===== src/rtl/rf_arb_pkg.sv =====
// Shared types and constants for the register-file write-back arbiter.
package rf_arb_pkg;

  localparam int REG_AW = 5;
  localparam int XLEN   = 32;

  typedef struct packed {
    logic [REG_AW-1:0] rd;
    logic [XLEN-1:0]   data;
  } wb_req_t;

  typedef enum logic [1:0] {
    GNT_NONE,
    GNT_P0,
    GNT_P1
  } grant_e;

endpackage


===== src/rtl/rf_scoreboard.sv =====
// Pending long-latency write bitmap with rs1/rs2 lookup and sticky double-set error.
module rf_scoreboard
  import rf_arb_pkg::*;
(
  input  logic              clk,
  input  logic              rst_n,
  input  logic              set_i,
  input  logic [REG_AW-1:0] set_rd_i,
  input  logic              clr_i,
  input  logic [REG_AW-1:0] clr_rd_i,
  input  logic [REG_AW-1:0] rs1_i,
  input  logic [REG_AW-1:0] rs2_i,
  output logic              rs1_busy_o,
  output logic              rs2_busy_o,
  output logic              err_o
);

  logic [31:0] busy_q, busy_d;
  logic        err_q, err_d;
  logic        set_any;

  assign set_any = set_i && (set_rd_i != '0);

  // NOTE: every always_comb output gets a default first so no path can infer a latch.
  always_comb begin
    busy_d = busy_q;
    err_d  = err_q;
    if (clr_i)
      busy_d[clr_rd_i] = 1'b0;
    // Set is applied after clear so a same-cycle set of the same register wins.
    if (set_any) begin
      busy_d[set_rd_i] = 1'b1;
      if (busy_q[set_rd_i])
        err_d = 1'b1;
    end
    busy_d[0] = 1'b0;
  end

  // NOTE: state registers use non-blocking assignments so all flops update together at the edge.
  always_ff @(posedge clk or negedge rst_n) begin
    if (!rst_n) begin
      busy_q <= '0;
      err_q  <= 1'b0;
    end else begin
      busy_q <= busy_d;
      err_q  <= err_d;
    end
  end

  assign rs1_busy_o = busy_q[rs1_i];
  assign rs2_busy_o = busy_q[rs2_i];
  assign err_o      = err_q;

endmodule


===== src/rtl/rf_wb_arbiter.sv =====
// Write-back arbiter for the register file write port with a registered output stage.
// Build option RF_ARB_FAIRNESS_EN adds the wait_cnt starvation guard for port 1.
module rf_wb_arbiter #(
  parameter int XLEN     = 32,
  parameter int MAX_WAIT = 4
) (
  input  logic            clk,
  input  logic            rst_n,
  input  logic            p0_valid,
  input  logic [4:0]      p0_rd,
  input  logic [XLEN-1:0] p0_data,
  output logic            p0_ready,
  input  logic            p1_valid,
  input  logic [4:0]      p1_rd,
  input  logic [XLEN-1:0] p1_data,
  output logic            p1_ready,
  input  logic            sb_set,
  input  logic [4:0]      sb_rd,
  input  logic [4:0]      rs1,
  input  logic [4:0]      rs2,
  output logic            rs1_busy,
  output logic            rs2_busy,
  output logic            sb_err,
  output logic            rf_write,
  output logic [4:0]      rf_waddr,
  output logic [XLEN-1:0] rf_wdata
);
  import rf_arb_pkg::*;

  logic force1;

`ifdef RF_ARB_FAIRNESS_EN
  logic [3:0] wait_q, wait_d;

  assign force1 = (wait_q == 4'(MAX_WAIT)) && p1_valid;

  always_comb begin
    wait_d = wait_q;
    if (!p1_valid || p1_ready)
      wait_d = '0;
    else if (wait_q != 4'(MAX_WAIT))
      wait_d = wait_q + 4'd1;
  end

  always_ff @(posedge clk or negedge rst_n) begin
    if (!rst_n) wait_q <= '0;
    else        wait_q <= wait_d;
  end
`else
  localparam int unused_max_wait = MAX_WAIT;
  assign force1 = 1'b0;
`endif

  assign p0_ready = !force1;
  assign p1_ready = force1 || !p0_valid;

  grant_e            gnt;
  logic [REG_AW-1:0] win_rd;
  logic [XLEN-1:0]   win_data;
  logic              rf_write_q, rf_write_d;
  logic [REG_AW-1:0] rf_waddr_q;
  logic [XLEN-1:0]   rf_wdata_q;

  // The ready equations already make the two transfers mutually exclusive.
  always_comb begin
    gnt      = GNT_NONE;
    win_rd   = '0;
    win_data = '0;
    if (p1_valid && p1_ready) begin
      gnt      = GNT_P1;
      win_rd   = p1_rd;
      win_data = p1_data;
    end else if (p0_valid && p0_ready) begin
      gnt      = GNT_P0;
      win_rd   = p0_rd;
      win_data = p0_data;
    end
  end

  // x0 writes complete the handshake but never reach the register file.
  assign rf_write_d = (gnt != GNT_NONE) && (win_rd != '0);

  always_ff @(posedge clk or negedge rst_n) begin
    if (!rst_n) begin
      rf_write_q <= 1'b0;
      rf_waddr_q <= '0;
      rf_wdata_q <= '0;
    end else begin
      rf_write_q <= rf_write_d;
      if (rf_write_d) begin
        rf_waddr_q <= win_rd;
        rf_wdata_q <= win_data;
      end
    end
  end

  assign rf_write = rf_write_q;
  assign rf_waddr = rf_waddr_q;
  assign rf_wdata = rf_wdata_q;

  rf_scoreboard u_scoreboard (
    .clk        (clk),
    .rst_n      (rst_n),
    .set_i      (sb_set),
    .set_rd_i   (sb_rd),
    .clr_i      (gnt == GNT_P1),
    .clr_rd_i   (p1_rd),
    .rs1_i      (rs1),
    .rs2_i      (rs2),
    .rs1_busy_o (rs1_busy),
    .rs2_busy_o (rs2_busy),
    .err_o      (sb_err)
  );

endmodule


===== config.mk =====
export PLATFORM = sky130hd
export DESIGN_NAME = rf_wb_arbiter
export DESIGN_NICKNAME = d
export VERILOG_FILES = /design/src/rtl/rf_arb_pkg.sv /design/src/rtl/rf_scoreboard.sv /design/src/rtl/rf_wb_arbiter.sv
export SDC_FILE = /design/constraint.sdc
export NUM_CORES = 1
export LEC_CHECK = 0
export ABC_CLOCK_PERIOD_IN_PS = 3700
export BUFFER_PORTS_ARGS = -buffer_cell sky130_fd_sc_hd__buf_2
export CAP_MARGIN = 20
export CORE_MARGIN = 2
export CORE_UTILIZATION = 40
export CTS_CLUSTER_DIAMETER = 30
export DETAILED_ROUTE_END_ITERATION = 6
export MAX_ROUTING_LAYER = met4
export PLACE_DENSITY = 0.72
export SLEW_MARGIN = 20
export SYNTH_ARGS = -nofsm -noshare
export SYNTH_HDL_FRONTEND = slang
export SYNTH_SLANG_ARGS = --single-unit

===== constraint.sdc =====
create_clock -name clk -period 3.7 [get_ports clk]
set_input_delay 0.74 -clock clk [delete_from_list [all_inputs] [get_ports clk]]
set_output_delay 0.74 -clock clk [all_outputs]
set_load 0.02 [all_outputs]

==> out/results.ini <==
[timing]
worst_pin_slew_ns = 0.5994
skew_ns = 0.004394
relSlewSlack_pct = 60.04
setup-tns-final_ns = 0
period_share_pct = 85.11
hold_viol = 0
rsz0062_at_grt = no
finalCriticalPeriod_ns = 3.149
setup_viol = 0
slew_viol_final = 0
fmax_ghz = 0.3176
hold_ws_ns = 0.3998

[routing]
drt_iter0_drc = 301
dr.pass1.iters = 5
drc = 0
routed_wl_mm = 11.43
vias = 3643
ant_nets = 0
viasPerCell = 5.683
post_drt_wl_per_cell_um = 17.83

[clock_tree]
cts_buffers = 9
clk_pin_slew_ns = 0.08
cts_root_buf = clkbuf_8
clk-insertion-delay-late_ns = 0.34
postCtsSetupBuffers = 0
cts_buffer_depth = 2
htree_num_levels = 3
ctsResizeCount = 0
cts_hold_buf = 0
cts_tree = built
clock_sinks = 70

[grt]
grt-ovfl-total = 0
antenna_found_initial = 0
grt_use_total_pct = 23.13
first_global_vias = 3625
grt_pass1_wl_mm = 17.87
grt_max_degree = 49

[synthesis]
yosysTopAreaCellShare_pct = 45.89
yosysUniqueCellTypes = 33
synth_fp_nets = 479
synth_edf_count = 0
seq_area_frac_synth_pct = 45.89
async_flop_share_pct = 100.0
ys_seq_elements = 70
synth_area_mm2 = 0.003817
synth_area_leaders = dfrtp_1 46%, mux4_2 12%, o21ai_0 8.4%
yosysTopAreaCell = dfrtp_1
yosys_warnings = 0
syn_inst = 385
syn_area_per_cell_um2 = 9.915
ys.flop_type = dfrtp_1

[job]
cap_violations = 0

[setup_path]
startpoint_type = input pin
critPathTopFamily = multiplexers
critPathMaxFanout = 9
critPathMaxStageDelay_ns = 0.54
slowest_stage = mux4_2
path_buf_inv = 2
r2r-start = u_scoreboard.busy_q[1]
cp.arrival_ns = 2.41
required_ns = 2.96
crit_start = rs1[1]
worst-setup-path-type = in -> out
cp_cell_sequence = buf_2 -> mux4_2 -> mux4_2 -> mux2_2 -> buf_2
end_kind = output pin

[power_and_ir_drop]
leakagePower_nw = 2.141
internal_power_mw = 1.636
swShare_pct = 31.92
power_frac_comb_pct = 25.5
clockPowerShare_pct = 30.7
p_per_area_mw_per_mm2 = 495.6
switching_power_mw = 0.7670
ir_worst_vdd_mv = 0.2791
seqPwrFrac_pct = 43.8

[floorplan]
initial_utilization_pct = 41.31
ioPinCount = 137
rows = 35
dieArea_mm2 = 0.01034
die_w_um = 101.7
design.core.area_mm2 = 0.009240
die_y_um = 101.7

[final_layout]
final_layout_size_suffix_gt1_share_pct = 36.72
nNetsFinal = 601
fin_util_pct = 52.47
antenna_cells = 0
syn_to_final_growth_pct = 27.01

[min_path]
hold_class = in -> async

[placed_design]
port_buffers = 135
gp_congestion = 0.9758
dp_hpwl_mm = 8.534

[outcome]
status = complete, no violations

==> metal layers <==
metal  global-route usage, %  wire, µm
met1                   29.67      4646
met2                   36.23      5497
met4                   8.732       250
met3                   4.693      1032
met5                       -         0
==> synthesized netlist by cell type (3+ instances only) <==
| cell type | number |
|---|---|
| dfrtp_1 | 70 |
| o21ai_0 | 64 |
| a21oi_1 | 43 |
| nor2_1 | 36 |
| a22oi_1 | 34 |
| clkbuf_1 | 20 |
| mux4_2 | 20 |
| nand2_1 | 19 |
| buf_2 | 9 |
| mux2i_1 | 9 |
| inv_1 | 7 |
| nand3_1 | 7 |
| nand3b_1 | 7 |
| mux2_2 | 4 |
| o221ai_1 | 4 |
| or3_1 | 4 |
| or3b_2 | 4 |
| nand2b_1 | 3 |
| nor2b_1 | 3 |
| nor3_1 | 3 |
| o21ai_1 | 3 |
==> registers in the layout, indices dropped and copies added (netlist names) <==
register	flops
u_scoreboard.err_o	1
rf_write	1
u_scoreboard.busy_q	31
rf_waddr	5
rf_wdata	32
==> logic make-up (layout without fill, tap and decap cells) <==
logic type | after synthesis | after routing | share of synthesized area [%]
mux | 33 | 33 | 15.34
compound gates | 152 | 152 | 22.85
other cells | 1 | 1 | 0.09823
buf+inv | 38 | 165 | 4.130
simple gates | 91 | 91 | 11.70
flops | 70 | 70 | 45.89
==> final timing paths <==
path	end	slack [ns]	cells past startpoint
worst max register to register	u_scoreboard.err_o	1.89	5
min in group clk	rf_wdata[2]	0.53	2
max in group asynchronous	u_scoreboard.busy_q[10]	2.67	2
worst min register to register	rf_wdata[2]	0.53	2
worst max-delay path	rs1_busy	0.55	5
worst min-delay path	u_scoreboard.busy_q[6]	0.40	1
==> metrics by stage <==
stage | power, mW | cells | setup slack (ns) | cell area [µm²]
2_1_floorplan | 1.406 | 385 | 0.7335 | 3817
3_3_place_gp | 1.643 | 624 | 0.5989 | 4582
3_5_place_dp | 1.667 | 624 | 0.5473 | 4582
4_1_cts | 2.404 | 640 | 0.5473 | 4818
5_1_grt | 2.521 | 641 | 0.5009 | 4848
6_report | 2.403 | 641 | 0.5511 | 4848
==> area by class of cell <==
| class | instances | area [µm²] |
|---|---|---|
| sequential | 70 | 1752 |
| multi-input combinational | 277 | 1922 |
| inverter | 7 | 26.28 |
| timing repair buffer | 142 | 750.7 |
| fill | 834 | 4392 |
| clock inverter | 7 | 112.6 |
| clock buffer | 9 | 123.9 |
| tap | 129 | 161.4 |
==> worst register-to-register path, cell delays in order, from the launching register on <==
cell	delay, ns
dfrtp_1	0.46
or3b_2	0.46
a21oi_1	0.14
nor3_1	0.06
or3_1	0.39
a41oi_1	0.22
==> power groups by stage <==
stage	Combinational, mW	Clock [mW]	Sequential, mW
finish	0.612	0.737	1.05
global route	0.670	0.785	1.07
CTS	0.609	0.749	1.05
detailed placement	0.608	0	1.06
global placement	0.587	0	1.06
floorplan	0.343	0	1.06
==> layout by cell type, fill, tap and decap left out, types with 7 or more instances in the layout <==
master / count
mux4_2: 20
buf_2: 134
nor2_1: 36
nand3b_1: 7
nand2_1: 19
o21ai_0: 64
inv_1: 7
a21oi_1: 43
nand3_1: 7
mux2i_1: 9
buf_4: 7
clkbuf_8: 9
dfrtp_1: 70
a22oi_1: 34
Power figures use the tool's default switching activity.
